===== src/rtl/extencion_signo.sv =====
// Immediate-extension unit. Produces the sign, zero, branch-offset and
// upper-immediate forms of the instruction immediate combinationally. A
// registered copy of one of them is loaded under ext_en, chosen by ext_mode.
//
// Load protocol: ext_en is a one-cycle load strobe with no backpressure.
// Every rising clk edge with ext_en=1 captures a new value. oext_valid
// rises with the first load and stays high until the next reset. It tells
// consumers that oext_q no longer holds the reset value.
module extencion_signo #(
  parameter int IN_W  = 16,
  parameter int OUT_W = 32
) (
  input  logic             clk,
  input  logic             rst_n,
  input  logic [IN_W-1:0]  instr,
  output logic [OUT_W-1:0] oinstr,
  output logic [OUT_W-1:0] ozext,
  output logic [OUT_W-1:0] obranch,
  output logic [OUT_W-1:0] olui,
  input  logic [1:0]       ext_mode,
  input  logic             ext_en,
  output logic [OUT_W-1:0] oext_q,
  output logic             oext_valid
);

  localparam int PAD_W = OUT_W - IN_W;

  typedef enum logic [1:0] {
    MODE_SIGN   = 2'b00,
    MODE_ZERO   = 2'b01,
    MODE_BRANCH = 2'b10,
    MODE_LUI    = 2'b11
  } ext_mode_e;

  logic [OUT_W-1:0] sel_ext;
  logic [OUT_W-1:0] ext_d;
  logic [OUT_W-1:0] ext_q;
  logic             valid_d;
  logic             valid_q;

  // The extension forms depend only on instr. Reset, the clock and the mode
  // inputs never affect them.
  always_comb begin
    oinstr  = {{PAD_W{instr[IN_W-1]}}, instr};
    ozext   = {{PAD_W{1'b0}}, instr};
    // The shift drops the two top sign bits and puts zeros in bits [1:0].
    obranch = {oinstr[OUT_W-3:0], 2'b00};
    olui    = {instr, {PAD_W{1'b0}}};
  end

  // Choose the form that the register captures.
  always_comb begin
    sel_ext = oinstr;
    case (ext_mode_e'(ext_mode))
      MODE_SIGN:   sel_ext = oinstr;
      MODE_ZERO:   sel_ext = ozext;
      MODE_BRANCH: sel_ext = obranch;
      MODE_LUI:    sel_ext = olui;
      default:     sel_ext = oinstr;
    endcase
  end

  // Load on ext_en, otherwise hold the current value.
  always_comb begin
    ext_d   = ext_q;
    valid_d = valid_q;
    if (ext_en) begin
      ext_d   = sel_ext;
      valid_d = 1'b1;
    end
  end

  // Registered result. An asynchronous reset clears it at once.
  always_ff @(posedge clk or negedge rst_n) begin
    if (!rst_n) begin
      ext_q   <= '0;
      valid_q <= 1'b0;
    end else begin
      ext_q   <= ext_d;
      valid_q <= valid_d;
    end
  end

  assign oext_q     = ext_q;
  assign oext_valid = valid_q;

endmodule


===== config.mk =====
export PLATFORM = sky130hd
export DESIGN_NAME = extencion_signo
export DESIGN_NICKNAME = d
export VERILOG_FILES = /design/src/rtl/extencion_signo.sv
export SDC_FILE = /design/constraint.sdc
export NUM_CORES = 1
export LEC_CHECK = 0
export BUFFER_PORTS_ARGS = -buffer_cell sky130_fd_sc_hd__buf_2
export CAP_MARGIN = 25
export CORE_MARGIN = 2
export CORE_UTILIZATION = 41
export CTS_CLUSTER_DIAMETER = 120
export DETAILED_ROUTE_END_ITERATION = 12
export GPL_ROUTABILITY_DRIVEN = 0
export GPL_TIMING_DRIVEN = 0
export MAX_ROUTING_LAYER = met4
export PLACE_DENSITY_LB_ADDON = 0.3
export SYNTH_ARGS = -nofsm -noshare
export SYNTH_HDL_FRONTEND = slang
export SYNTH_SLANG_ARGS = --single-unit

===== constraint.sdc =====
create_clock -name clk -period 1.1 [get_ports clk]
set_clock_uncertainty 0.15 [all_clocks]
set_input_delay 0 -clock clk [delete_from_list [all_inputs] [get_ports clk]]
set_output_delay 0 -clock clk [all_outputs]
set_load 0.01 [all_outputs]

==> impl_metrics.tcl <==
set metrics [dict create \
    via_per_inst 4.02 \
    worstMarginPinSlew_ns 0.595 \
    synth_edf_count 0 \
    diodes 0 \
    root_buffer "clkbuf_8" \
    synthTopCellsByArea "buf_4 (39%), dfrtp_1 (33%), a21oi_1 (6.4%)" \
    drt-total-wl_um 6310 \
    rsz0062_at_grt "no" \
    slowest_delay_ns 0.39 \
    first_pass_iters 4 \
    yosysMostFrequentCell "buf_4" \
    grt_pass1_vias 1931 \
    rows 28 \
    critPathLaunchType "register" \
    fmax_ghz 1.03 \
    path_clk_slew_ns 0.07 \
    ys_seq_area_share_pct 33.1 \
    worstPathArrival_ns 0.82 \
    ant_nets 0 \
    area_growth_pct 49.4 \
    synth_commonest_cells "buf_4 (129), dfrtp_1 (33), a21oi_1 (32)" \
    insertion_delay_ns 0.28 \
    cp-end-kind "output pin" \
    clockBufferDepth 2 \
    p_total_mw 3.73 \
    dp_hpwl_um 4700 \
    synthArstFlopShare_pct 100 \
    drv_slew 0 \
    synthFlopType "dfrtp_1" \
    period_minus_slack_ns 0.975 \
    required_ns 0.95 \
    drt_iter0_drc 65 \
    cts_tree "done" \
    avgSynthCellArea_um2 8.59 \
    drv_cap 0 \
    crit_cells 1 \
    nets 515 \
    cp_top_family "flip-flops" \
    io_pins 182 \
    htreeDepth 2 \
    fin_crit_sh_pct 88.6 \
    synth.top_cell.area_share_pct 38.9 \
    ys_types 24 \
    wl_per_cell_um 11.1 \
    drive_above_1_share_pct 61.4 \
    whs_ns -0.00125 \
    min_path_type "primary input to register" \
    postCtsSetupRepairBufs 0 \
    drc 0 \
    vias 2289 \
    crit_fanout 2 \
    ys_warn_count 0 \
    max_slew_margin_pct 60.3 \
    setup_violations 0 \
    reg2reg_depth 1 \
    fin_util_pct 63.3 \
    worstPathCellList "buf_2" \
    hold_depth 4 \
    power_leakage_nw 2.12 \
    timing_worst_setup_path_type "register to output pin" \
    die_h_um 82.0 \
    grt_usage_pct 18.4 \
    port_buffers 146 \
    syn_area_mm2 0.00249 \
    yosys.area.top_type "buf_4" \
    grt_pass1_wl_um 9240 \
    stdcell_area_mm2 0.00372 \
    start_util_pct 42.3 \
    cts_sinks 33 \
    status "finished, violations left" \
    power.density_mw_per_mm2 1000 \
    slowest_stage "dfrtp_1" \
    violations "hold timing" \
    ir_worst_vdd_uv 817 \
    core_mm2 0.00589 \
    ys_ff_latch 33 \
    die_x_um 82.0 \
    syn_inst 290 \
    placed_area_mm2 0.00344 \
    antenna_found_initial 0 \
    cp_num_buf_inv 1 \
    grt_max_degree 38 \
    dieArea_mm2 0.00672 \
    hold_viol_final 1 \
    numCtsBuffers 5 \
    grt_overflow_total 0 \
]
[cell type report]
type                    count  area (um2)
clock inverters             1        5.00
well taps                  75        93.8
plain buffers             139        1030
flip-flops and latches     33         826
clock buffers               7        96.3
fillers                   536        2160
repair buffers            164         913
inverters                   4        15.0
multi-input cells         147         742
[report_power, final]
part	leakage, nW	switching (mW)	total [mW]	internal (mW)
combinational	1.68	0.643	1.31	0.672
sequential	0.385	0.0606	1.39	1.33
clock	0.0542	0.460	1.03	0.566
[per-layer routing]
layer | routed length [um] | vias to the layer above | share of wire (%) | track usage [%]
met5 | 0 | - | 0 | -
met4 | 53 | 0 | 0.84 | 4.67
met3 | 658 | 8 | 10 | 5.16
met2 | 3050 | 116 | 48 | 30.2
met1 | 2550 | 1000 | 40 | 22.2
li1 | - | 1165 | - | -
[metrics by stage]
step | setup WS [ns] | std cells | TNS [ns]
after floorplan | 0.169 | 323 | 0
after global placement | -0.0540 | 544 | -0.400
after detailed placement | -0.0996 | 544 | -1.03
after CTS | 0.0918 | 570 | 0
after global routing | 0.0417 | 570 | 0
final | 0.125 | 570 | 0
[cell usage in the layout (no fill, tap or decap), types with 2 or more instances in the layout]
cell	synthesis	final
nor2_1	29	29
dfrtp_1	33	33
conb_1	1	34
buf_6	3	3
o21ai_0	3	3
inv_1	4	4
and2b_1	8	8
a21oi_1	32	32
nand3b_1	2	2
buf_2	4	149
nor2b_1	6	6
nand2_1	14	14
buf_4	129	129
clkbuf_1	3	3
dlygate4sd3_1	0	18
clkbuf_8	0	7
a21oi_2	10	10
[state kept, by name (all words and copies together) (netlist names)]
| name | flops |
|---|---|
| oext_q | 32 |
| oext_valid | 1 |
[logic make-up (layout without fill, tap and decap cells)]
logic type | Yosys count | in the layout | synth area share (%)
buf+inv | 143 | 315 | 42.1
flops | 33 | 33 | 33.1
simple gates | 64 | 64 | 12.6
compound gates | 49 | 49 | 12.0
other cells | 1 | 34 | 0.150
[worst paths after layout]
kind                                        startpoint                     end  slack [ns]
worst max-delay path            oext_q[14]$_DFFE_PN0P_              oext_q[14]        0.13
worst max register to register  oext_valid$_DFFE_PN0P_  oext_valid$_DFFE_PN0P_        0.20
worst min-delay path                       ext_mode[0]  oext_q[16]$_DFFE_PN0P_      -0.001
min in group asynchronous                        rst_n  oext_q[20]$_DFFE_PN0P_        0.09
max in group asynchronous                        rst_n   oext_q[2]$_DFFE_PN0P_        0.38
worst min register to register  oext_valid$_DFFE_PN0P_  oext_valid$_DFFE_PN0P_        0.32
[timing repair]
action                     CTS  global route
hold endpoints to repair    65             0
resized for setup            0             1
setup endpoints to repair    0            33
hold buffers                18             0
Power figures use the tool's default switching activity.
